==> src/rtl/fp_sub_pkg.sv <==
// Shared types and constants for the sequential half-precision-style subtractor.
package fp_sub_pkg;

  localparam int DEF_E_WIDTH = 5;
  localparam int DEF_M_WIDTH = 10;
  localparam int DEF_BIAS    = (1 << (DEF_E_WIDTH - 1)) - 1;

  // Guard, round and sticky bits carried below the stored mantissa
  localparam int GRS_BITS    = 3;

  // Extended mantissa: hidden bit + stored mantissa + guard/round/sticky
  localparam int DEF_X_WIDTH = DEF_M_WIDTH + 1 + GRS_BITS;

  typedef enum logic [2:0] {
    ST_IDLE  = 3'd0,
    ST_ALIGN = 3'd1,
    ST_SUB   = 3'd2,
    ST_NORM  = 3'd3,
    ST_ROUND = 3'd4,
    ST_DONE  = 3'd5
  } fsm_state_t;

  // Extended-mantissa width for an arbitrary stored mantissa width
  function automatic int ext_mant_width(input int m_width);
    return m_width + 1 + GRS_BITS;
  endfunction

endpackage

==> src/rtl/fp_rne_round.sv <==
// Round-to-nearest-even on an extended mantissa {hidden, mant, G, R, S}.
// A carry out of the rounding add renormalises by one and bumps the exponent;
// ovf reports an exponent beyond the largest encodable one.
module fp_rne_round
  import fp_sub_pkg::*;
#(
  parameter int X_W     = DEF_X_WIDTH,
  parameter int EXP_W   = DEF_E_WIDTH + 2,
  parameter int EXP_MAX = (1 << DEF_E_WIDTH) - 1 - DEF_BIAS
) (
  input  logic [X_W-1:0]          man_in,
  input  logic signed [EXP_W-1:0] exp_in,
  output logic [X_W-GRS_BITS-2:0] mant_out,
  output logic signed [EXP_W-1:0] exp_out,
  output logic                    ovf
);

  localparam int M_W = X_W - 1 - GRS_BITS;
  localparam logic signed [EXP_W-1:0] EXP_MAX_S = EXP_W'(EXP_MAX);

  logic           inc;
  logic [M_W+1:0] sum;
  logic           carry;

  // Increment on G and (R or S or LSB); renormalise if the add carries out
  always_comb begin
    inc      = man_in[2] & (man_in[1] | man_in[0] | man_in[GRS_BITS]);
    sum      = {1'b0, man_in[X_W-1:GRS_BITS]} + {{(M_W + 1){1'b0}}, inc};
    carry    = sum[M_W+1];
    mant_out = carry ? sum[M_W:1] : sum[M_W-1:0];
    exp_out  = carry ? exp_in + EXP_W'(1) : exp_in;
    ovf      = (exp_out > EXP_MAX_S);
  end

endmodule

==> src/rtl/fp_subtraction_seq.sv <==
// Multi-cycle floating-point subtractor p = a - b with valid/ready handshakes.
// Alignment and normalisation shift one bit per cycle, so latency depends on
// the exponent difference and the cancellation depth. Exponents are kept
// unbiased internally so the range limits read as true exponent bounds.
module fp_subtraction_seq
  import fp_sub_pkg::*;
#(
  parameter int E_WIDTH = DEF_E_WIDTH,
  parameter int M_WIDTH = DEF_M_WIDTH,
  parameter int BIAS    = (1 << (E_WIDTH - 1)) - 1
) (
  input  logic                     clk,
  input  logic                     rst_n,
  input  logic                     in_valid,
  output logic                     in_ready,
  input  logic [E_WIDTH+M_WIDTH:0] a,
  input  logic [E_WIDTH+M_WIDTH:0] b,
  output logic                     out_valid,
  input  logic                     out_ready,
  output logic [E_WIDTH+M_WIDTH:0] p,
  output logic                     flag_zero,
  output logic                     flag_ovf,
  output logic                     flag_unf
);

  localparam int W       = 1 + E_WIDTH + M_WIDTH;
  localparam int X_W     = ext_mant_width(M_WIDTH);
  localparam int EXP_W   = E_WIDTH + 2;
  localparam int K_MAX   = M_WIDTH + 3;
  localparam int CNT_W   = $clog2(K_MAX + 1);
  localparam int EXP_MAX = (1 << E_WIDTH) - 1 - BIAS;
  localparam logic signed [EXP_W-1:0] EXP_MIN_S = EXP_W'(1 - BIAS);

  fsm_state_t state_q, state_d;

  logic                    sign_q;
  logic                    eff_sub_q;
  logic signed [EXP_W-1:0] exp_q;
  logic [X_W-1:0]          man_big_q;
  logic [X_W-1:0]          man_small_q;
  logic [CNT_W-1:0]        cnt_q;
  logic                    zero_q;
  logic                    unf_q;

  logic [E_WIDTH-1:0]         exp_a, exp_b, exp_big, exp_diff;
  logic                       a_zero, b_zero, a_big;
  logic [E_WIDTH+M_WIDTH-1:0] key_a, key_b;
  logic [X_W-1:0]             man_a, man_b;
  logic [CNT_W-1:0]           k_start;
  logic                       eff_sub_in, sign_in;
  logic signed [EXP_W-1:0]    exp_big_unb;

  logic [X_W:0]            sum_add;
  logic [X_W-1:0]          sub_man, norm_man;
  logic signed [EXP_W-1:0] sub_exp, norm_exp;
  logic                    sub_zero, sub_norm, sub_unf;
  logic                    norm_more, norm_unf;

  logic [M_WIDTH-1:0]      rnd_mant;
  logic signed [EXP_W-1:0] rnd_exp;
  logic                    rnd_ovf;
  logic [E_WIDTH-1:0]      exp_field;

  assign in_ready  = (state_q == ST_IDLE);
  assign out_valid = (state_q == ST_DONE);

  // Operand decode: flush exp==0 to zero, pick the larger magnitude, derive shift count
  always_comb begin
    exp_a       = a[W-2:M_WIDTH];
    exp_b       = b[W-2:M_WIDTH];
    a_zero      = (exp_a == '0);
    b_zero      = (exp_b == '0);
    key_a       = a_zero ? '0 : a[W-2:0];
    key_b       = b_zero ? '0 : b[W-2:0];
    man_a       = a_zero ? '0 : {1'b1, a[M_WIDTH-1:0], {GRS_BITS{1'b0}}};
    man_b       = b_zero ? '0 : {1'b1, b[M_WIDTH-1:0], {GRS_BITS{1'b0}}};
    a_big       = (key_a >= key_b);
    exp_big     = a_big ? exp_a : exp_b;
    exp_diff    = a_big ? (exp_a - exp_b) : (exp_b - exp_a);
    k_start     = (int'(exp_diff) > K_MAX) ? CNT_W'(K_MAX) : CNT_W'(exp_diff);
    eff_sub_in  = (a[W-1] == b[W-1]);
    sign_in     = a_big ? a[W-1] : ~b[W-1];
    exp_big_unb = EXP_W'(exp_big) - EXP_W'(BIAS);
  end

  // Add/subtract result and single-step normalisation candidates
  always_comb begin
    sum_add = {1'b0, man_big_q} + {1'b0, man_small_q};
    sub_man = sum_add[X_W-1:0];
    sub_exp = exp_q;
    if (eff_sub_q) begin
      sub_man = man_big_q - man_small_q;
    end else if (sum_add[X_W]) begin
      sub_man = {sum_add[X_W:2], sum_add[1] | sum_add[0]};
      sub_exp = exp_q + EXP_W'(1);
    end
    sub_zero  = (sub_man == '0);
    sub_norm  = !sub_man[X_W-1] && !sub_zero;
    sub_unf   = sub_norm && (sub_exp == EXP_MIN_S);
    norm_man  = {man_big_q[X_W-2:0], 1'b0};
    norm_exp  = exp_q - EXP_W'(1);
    norm_more = !norm_man[X_W-1];
    norm_unf  = norm_more && (norm_exp == EXP_MIN_S);
  end

  fp_rne_round #(
    .X_W     (X_W),
    .EXP_W   (EXP_W),
    .EXP_MAX (EXP_MAX)
  ) u_round (
    .man_in   (man_big_q),
    .exp_in   (exp_q),
    .mant_out (rnd_mant),
    .exp_out  (rnd_exp),
    .ovf      (rnd_ovf)
  );

  assign exp_field = E_WIDTH'(rnd_exp + EXP_W'(BIAS));

  // State register
  always_ff @(posedge clk or negedge rst_n) begin
    if (!rst_n) state_q <= ST_IDLE;
    else        state_q <= state_d;
  end

  // Next-state logic; a would-be underflow skips straight to ROUND
  always_comb begin
    state_d = state_q;
    unique case (state_q)
      ST_IDLE:  if (in_valid) state_d = (k_start == '0) ? ST_SUB : ST_ALIGN;
      ST_ALIGN: if (cnt_q == CNT_W'(1)) state_d = ST_SUB;
      ST_SUB:   state_d = (sub_norm && !sub_unf) ? ST_NORM : ST_ROUND;
      ST_NORM:  state_d = (norm_more && !norm_unf) ? ST_NORM : ST_ROUND;
      ST_ROUND: state_d = ST_DONE;
      ST_DONE:  if (out_ready) state_d = ST_IDLE;
      default:  state_d = ST_IDLE;
    endcase
  end

  // Datapath registers: load, align with sticky, add/sub, normalise, round
  always_ff @(posedge clk or negedge rst_n) begin
    if (!rst_n) begin
      sign_q      <= 1'b0;
      eff_sub_q   <= 1'b0;
      exp_q       <= '0;
      man_big_q   <= '0;
      man_small_q <= '0;
      cnt_q       <= '0;
      zero_q      <= 1'b0;
      unf_q       <= 1'b0;
      p           <= '0;
      flag_zero   <= 1'b0;
      flag_ovf    <= 1'b0;
      flag_unf    <= 1'b0;
    end else begin
      unique case (state_q)
        ST_IDLE: begin
          if (in_valid) begin
            sign_q      <= sign_in;
            eff_sub_q   <= eff_sub_in;
            exp_q       <= exp_big_unb;
            man_big_q   <= a_big ? man_a : man_b;
            man_small_q <= a_big ? man_b : man_a;
            cnt_q       <= k_start;
            zero_q      <= 1'b0;
            unf_q       <= 1'b0;
          end
        end
        ST_ALIGN: begin
          man_small_q <= {1'b0, man_small_q[X_W-1:2], man_small_q[1] | man_small_q[0]};
          cnt_q       <= cnt_q - CNT_W'(1);
        end
        ST_SUB: begin
          man_big_q <= sub_man;
          exp_q     <= sub_exp;
          zero_q    <= sub_zero;
          unf_q     <= sub_unf;
        end
        ST_NORM: begin
          man_big_q <= norm_man;
          exp_q     <= norm_exp;
          unf_q     <= norm_unf;
        end
        ST_ROUND: begin
          flag_zero <= 1'b0;
          flag_ovf  <= 1'b0;
          flag_unf  <= 1'b0;
          if (zero_q) begin
            p         <= '0;
            flag_zero <= 1'b1;
          end else if (unf_q) begin
            p         <= '0;
            flag_zero <= 1'b1;
            flag_unf  <= 1'b1;
          end else if (rnd_ovf) begin
            p        <= {sign_q, {E_WIDTH{1'b1}}, {M_WIDTH{1'b1}}};
            flag_ovf <= 1'b1;
          end else begin
            p <= {sign_q, exp_field, rnd_mant};
          end
        end
        default: ;
      endcase
    end
  end

endmodule

==> config.mk <==
export PLATFORM = sky130hd
export DESIGN_NAME = fp_subtraction_seq
export DESIGN_NICKNAME = d
export VERILOG_FILES = /design/src/rtl/fp_sub_pkg.sv /design/src/rtl/fp_rne_round.sv /design/src/rtl/fp_subtraction_seq.sv
export SDC_FILE = /design/constraint.sdc
export NUM_CORES = 1
export LEC_CHECK = 0
export BUFFER_PORTS_ARGS = -buffer_cell sky130_fd_sc_hd__buf_2
export CAP_MARGIN = 20
export CORE_MARGIN = 3
export CORE_UTILIZATION = 62
export DETAILED_ROUTE_END_ITERATION = 12
export GPL_ROUTABILITY_DRIVEN = 0
export GPL_TIMING_DRIVEN = 0
export MAX_ROUTING_LAYER = met4
export PLACE_DENSITY = 0.85
export SYNTH_ARGS = -nofsm -noshare
export SYNTH_HDL_FRONTEND = slang
export SYNTH_SLANG_ARGS = --single-unit
==> constraint.sdc <==
create_clock -name clk -period 4.3 [get_ports clk]
set_clock_uncertainty 0.1 [all_clocks]
set_input_delay 0.43 -clock clk [delete_from_list [all_inputs] [get_ports clk]]
set_output_delay 0.43 -clock clk [all_outputs]
set_load 0.02 [all_outputs]
==> flow_metrics.tcl, run 1 <==
set metrics [dict create \
    outcome "finished, final reports clean" \
    start_util_pct 64.6 \
    clockBufferDepth 2 \
    synthAdderAreaFrac_pct 12.0 \
    p_leak_nw 3.32 \
    clkSinkCount 65 \
    routedWlPerCell_um 17.4 \
    ir_drop_v 0.000379 \
    finalCriticalPeriod_ns 4.16 \
    drv_slew 0 \
    yosys_register_bits 65 \
    timing.final.crit_share_pct 96.7 \
    die_width_um 110 \
    worstPathRequired_ns 4.45 \
    ys_top_cells_by_area "dfrtp_1 (24%), ha_1 (11%), nand2_1 (5.9%), o21ai_0 (5.8%), a21oi_1 (5.0%)" \
    synth_cells 887 \
    synthFlopType "dfrtp_1" \
    relSlewSlack_pct 23.6 \
    yosys.area.top_type "dfrtp_1" \
    crit_path_cell_trace "ha_1, fa_1, nor2b_4, o311ai_4, a211oi_2, o31ai_1, clkbuf_1, mux2i_1, o2111ai_1, nor4_2, o31a_1, o21ai_1, a21boi_1" \
    yosys-top-cells-count "nand2_1 (105), o21ai_0 (78), nor2_1 (75), a21oi_1 (67), dfrtp_1 (65)" \
    synth-xor-area-share_pct 5.86 \
    final_area_mm2 0.00742 \
    clk_pin_slew_ns 0.08 \
    place_hpwl_mm 14.7 \
    crit_type "reg2reg" \
    avgViaCountPerCell 6.34 \
    wl_mm 19.1 \
    crit_buf_inv 1 \
    grt_pass1_vias 6269 \
    yosys_warnings 0 \
    dr_total_vias 6943 \
    max_freq_mhz 241 \
    syn_nets 985 \
    die-area_mm2 0.0121 \
    row_count 37 \
    antenna_found_initial 0 \
    crit_path_max_incr_delay_ns 0.52 \
    synth_compound_area_share_pct 28.4 \
    fin_util_pct 71.2 \
    drt_pass1_iterations 7 \
    route.detailed.drc 0 \
    tightest_slew_ns 1.14 \
    crit_fanout 10 \
    p_per_area_mw_per_mm2 799 \
    area_growth_pct 10.4 \
    clk_latency_ns 0.37 \
    layout-drive-gt1-share_pct 11.4 \
    nFillCells 896 \
    rr_worst_depth 13 \
    synth-async-reset-ratio_pct 100 \
    cp_slowest_cell "clkbuf_1" \
    cts_hold_buf 0 \
    placed_area_mm2 0.00718 \
    cp-end-kind "flip-flop" \
    avgSynthCellArea_um2 7.58 \
    grt_use_total_pct 33.2 \
    synth.distinct_cells 74 \
    cts_root_buffer "clkbuf_8" \
    fin_ws_ns 0.143 \
    grt_max_degree 66 \
    cts-htree-levels 3 \
    synth_top_family_by_area "compound AO/OA/AOI/OAI gates" \
    startpoint_type "flip-flop" \
    yosys.area.top_type_share_pct 24.2 \
    pre_cts_ws_ns -0.504 \
    synth_most_common_cell "nand2_1" \
    drt_iter0_markers 809 \
    hold_violations 0 \
    io_pins 57 \
    setup_viol 0 \
    grt_pass1_wl_mm 30.9 \
    critPathArrivalTime_ns 4.30 \
    grt_overflow 0 \
    nets 1052 \
    muxShareOfSynthArea_pct 2.16 \
    cts_tree "built" \
    syn_area_mm2 0.00672 \
    die_h_um 110 \
    ant_nets 0 \
    worst-path-stages 13 \
    placeableCoreArea_mm2 0.0104 \
    cap_violations 0 \
    synth_edf_count 0 \
    min_path_type "in2async" \
    holdWs_ns 0.0509 \
    numCtsBuffers 9 \
    portBuffers 56 \
    synth-seq-area-share_pct 24.2 \
    synth_simple_gate_area_share_pct 21.2 \
    diodes 0 \
    crit_family "compound AO/OA/AOI/OAI gates" \
]
## routing by layer
metal  vias up  global-route usage, %  routed length, um
met3        70                   5.36               1780
met5         -                      -                  0
met4         0                   11.3                635
li1       3330                      -                  -
met2       350                   52.0               8680
met1      3193                   43.8               8000
## report_power, final
| part | switching [mW] | internal (mW) | leakage (nW) |
|---|---|---|---|
| sequential | 0.343 | 0.887 | 0.809 |
| combinational | 2.57 | 1.59 | 2.41 |
| clock | 0.276 | 0.273 | 0.104 |
## registers in the layout, indices dropped and copies added, names as in the netlist
name         cells
p               16
man_big_q       14
man_small_q     14
exp_q            7
cnt_q            4
state_q          3
eff_sub_q        1
flag_ovf         1
flag_unf         1
flag_zero        1
sign_q           1
unf_q            1
zero_q           1
## worst paths after layout
path	start	endpoint	slack [ns]
max	man_big_q[0]	state_q[0]	0.14
max reg2reg	man_big_q[0]	state_q[0]	0.14
min	rst_n	man_small_q[2]	0.05
min reg2reg	flag_ovf	flag_ovf	0.38
min in group clk	a[15]	sign_q	0.29
max in group asynchronous	rst_n	man_small_q[3]	3.49
## metrics by stage
stage / setup TNS [ns] / cells / power [mW]
after CTS: -0.00761 / 1095 / 5.81
after floorplan: 0 / 887 / 4.22
after global placement: -5.09 / 1079 / 5.17
after detailed placement: -6.82 / 1079 / 5.24
after global routing: -0.00516 / 1095 / 6.43
final: 0 / 1095 / 5.93
## cells in the final DEF, fill, tap and decap left out, types with 10 or more instances in the layout
| cell | count |
|---|---|
| a22oi_1 | 19 |
| clkbuf_1 | 44 |
| o211ai_1 | 15 |
| nor2_1 | 74 |
| o31ai_1 | 12 |
| a211oi_1 | 11 |
| and2_1 | 14 |
| a31oi_1 | 13 |
| buf_2 | 62 |
| nand3_1 | 20 |
| o21ai_0 | 77 |
| inv_1 | 48 |
| ha_1 | 58 |
| nand2_1 | 105 |
| dfrtp_1 | 65 |
| o31a_1 | 12 |
| xnor2_1 | 26 |
| a21oi_1 | 65 |
| mux2i_1 | 10 |
| nor3_1 | 22 |
| xor2_1 | 19 |
## logic make-up (layout without fill, tap and decap cells)
family / count (synthesis) / count (layout)
AND/OR/NAND/NOR: 301 / 301
AO/OA/AOI/OAI: 292 / 292
buffers and inverters: 108 / 180
flip-flops: 65 / 65
adder cells (fa/ha/maj): 62 / 62
XOR/XNOR: 45 / 45
multiplexers: 14 / 14
## timing repair
item / in CTS / in global routing
endpoints found under the setup margin: 6 / 23
gates resized for setup: 1 / 18
buffers inserted: 0 / 0
hold endpoints to repair: 0 / 0
## layout make-up
cell class	count	area [um2]	area share [%]
Clock buffer	9	124	1.67
Clock inverter	7	75.1	1.01
Inverter	50	188	2.53
Sequential cell	65	1630	21.9
Timing Repair Buffer	56	283	3.81
Tap cell	136	170	2.29
Buffer	58	239	3.22
Multi-Input combinational cell	714	4720	63.5
Power figures use the tool's default switching activity.
==> run 2: changes to the inputs <==
--- a/config.mk
+++ b/config.mk
@@ -9,6 +9,7 @@
 export CAP_MARGIN = 20
 export CORE_MARGIN = 3
 export CORE_UTILIZATION = 62
+export CTS_CLUSTER_DIAMETER = 200
 export DETAILED_ROUTE_END_ITERATION = 12
 export GPL_ROUTABILITY_DRIVEN = 0
 export GPL_TIMING_DRIVEN = 0
==> constraint.sdc (replaced) <==
create_clock -name clk -period 4.3 [get_ports clk]
set_clock_uncertainty 0.1 [all_clocks]
set_input_delay 0.215 -clock clk [delete_from_list [all_inputs] [get_ports clk]]
set_output_delay 0.215 -clock clk [all_outputs]
set_load 0.02 [all_outputs]
==> flow_metrics.tcl, run 2 (synthesis results as in run 1) <==
set metrics [dict create \
    hold_violations 0 \
    clkSinkCount 65 \
    area_growth_pct 10.2 \
    critPathArrivalTime_ns 4.28 \
    placeableCoreArea_mm2 0.0104 \
    drt_pass1_iterations 6 \
    setup_viol 0 \
    antenna_found_initial 0 \
    grt_use_total_pct 33.2 \
    route.detailed.drc 0 \
    start_util_pct 64.6 \
    portBuffers 56 \
    grt_pass1_vias 6269 \
    max_freq_mhz 242 \
    finalCriticalPeriod_ns 4.14 \
    clk_latency_ns 0.36 \
    io_pins 57 \
    tightest_slew_ns 1.08 \
    outcome "finished, final reports clean" \
    fin_setup_tns_ns 0 \
    place_hpwl_mm 14.7 \
    row_count 37 \
    cts_root_buffer "clkbuf_8" \
    drt_iter0_markers 768 \
    cts_setup_buffers 0 \
    die_h_um 110 \
    routedWlPerCell_um 17.4 \
    p_per_area_mw_per_mm2 801 \
    grt_pass1_wl_mm 30.9 \
    layout-drive-gt1-share_pct 10.8 \
    diodes 0 \
    nets 1053 \
    startpoint_type "flip-flop" \
    timing.final.crit_share_pct 96.2 \
    wl_mm 19.1 \
    worstPathRequired_ns 4.44 \
    crit_fanout 7 \
    ant_nets 0 \
    rsz0062_at_grt "false" \
    die-area_mm2 0.0121 \
    clk_pin_slew_ns 0.08 \
    nFillCells 903 \
    dr_total_vias 6955 \
    grt_max_degree 66 \
    p_leak_nw 3.32 \
    die_width_um 110 \
    holdWs_ns 0.0811 \
    cp-end-kind "flip-flop" \
    largest-register "p" \
    crit_type "reg2reg" \
    cts_tree "built" \
    grt_overflow 0 \
    avgViaCountPerCell 6.35 \
    placed_area_mm2 0.00718 \
    drv_slew 0 \
    final_area_mm2 0.00741 \
    min_path_type "in2reg" \
    cts-htree-levels 3 \
    numCtsBuffers 9 \
    clockBufferDepth 2 \
    final_cell_mix "nand2_1 (105), o21ai_0 (77), nor2_1 (74), a21oi_1 (65), dfrtp_1 (65)" \
    cap_violations 0 \
    relSlewSlack_pct 27.6 \
    reg_top3 "p x16, man_big_q x14, man_small_q x14" \
    ir_drop_v 0.000378 \
    largest_register_ffs 16 \
    final_common_cell "nand2_1" \
]
[run 2: worst paths after layout]
path / from / to / slack, ns / cells after the start
setup / recovery: man_big_q[0] / state_q[0] / 0.16 / 13
hold / removal: a[15] / sign_q / 0.08 / 3
setup reg to reg: man_big_q[0] / state_q[0] / 0.16 / 13
hold reg to reg: flag_ovf / flag_ovf / 0.38 / 2
max in group asynchronous: rst_n / man_small_q[3] / 3.15 / 2
min in group asynchronous: rst_n / man_small_q[2] / 0.38 / 2
[run 2: area by class of cell]
class | instances | area [um2] | area share, %
Timing Repair Buffer | 57 | 293 | 3.95
Sequential cell | 65 | 1630 | 21.9
Tap cell | 136 | 170 | 2.30
Inverter | 50 | 188 | 2.53
Clock inverter | 7 | 75.1 | 1.01
Buffer | 58 | 236 | 3.19
Multi-Input combinational cell | 714 | 4700 | 63.4
Clock buffer | 9 | 124 | 1.67
[run 2: worst max-delay path: stages, from the launching register on]
cell and delay [ns]:
dfrtp_1 0.41, ha_1 0.24, fa_1 0.41, nor2b_4 0.16, o311ai_4 0.32, a211oi_2 0.18
o31a_1 0.44, or3b_1 0.48, a221oi_2 0.23, nand4_1 0.16, nor4_2 0.44, o31a_1 0.24
o21ai_1 0.08, a21boi_1 0.12
[run 2: through the flow]
stage | utilization, % | total power, mW | setup WS [ns] | std cells
5_1_grt | 71.1 | 6.43 | 0.0327 | 1096
3_5_place_dp | 68.9 | 5.24 | -0.289 | 1079
2_1_floorplan | - | 4.22 | 0.519 | 887
3_3_place_gp | 68.9 | 5.17 | -0.220 | 1079
6_report | 71.1 | 5.93 | 0.165 | 1096
4_1_cts | 70.9 | 5.81 | 0.0836 | 1096
[run 2: what timing repair did]
action | in CTS | in global routing
hold buffers | 1 | 0
endpoints found under the setup margin | 0 | 18
resized for setup | 0 | 12
hold endpoints to repair | 65 | 0
[run 2: power breakdown]
group          switching (mW)  internal [mW]
Clock                   0.277          0.273
Combinational            2.57           1.58
Sequential              0.344          0.887
Total                    3.19           2.74
[run 2: routing by layer]
| metal | part of all wire (%) | global-route usage (%) | vias up | routed length, um |
|---|---|---|---|---|
| met5 | 0 | - | - | 0 |
| met1 | 42 | 43.8 | 3218 | 8090 |
| met4 | 2.8 | 11.3 | 0 | 542 |
| li1 | - | - | 3334 | - |
| met2 | 46 | 52.0 | 351 | 8700 |
| met3 | 9.3 | 5.36 | 52 | 1770 |
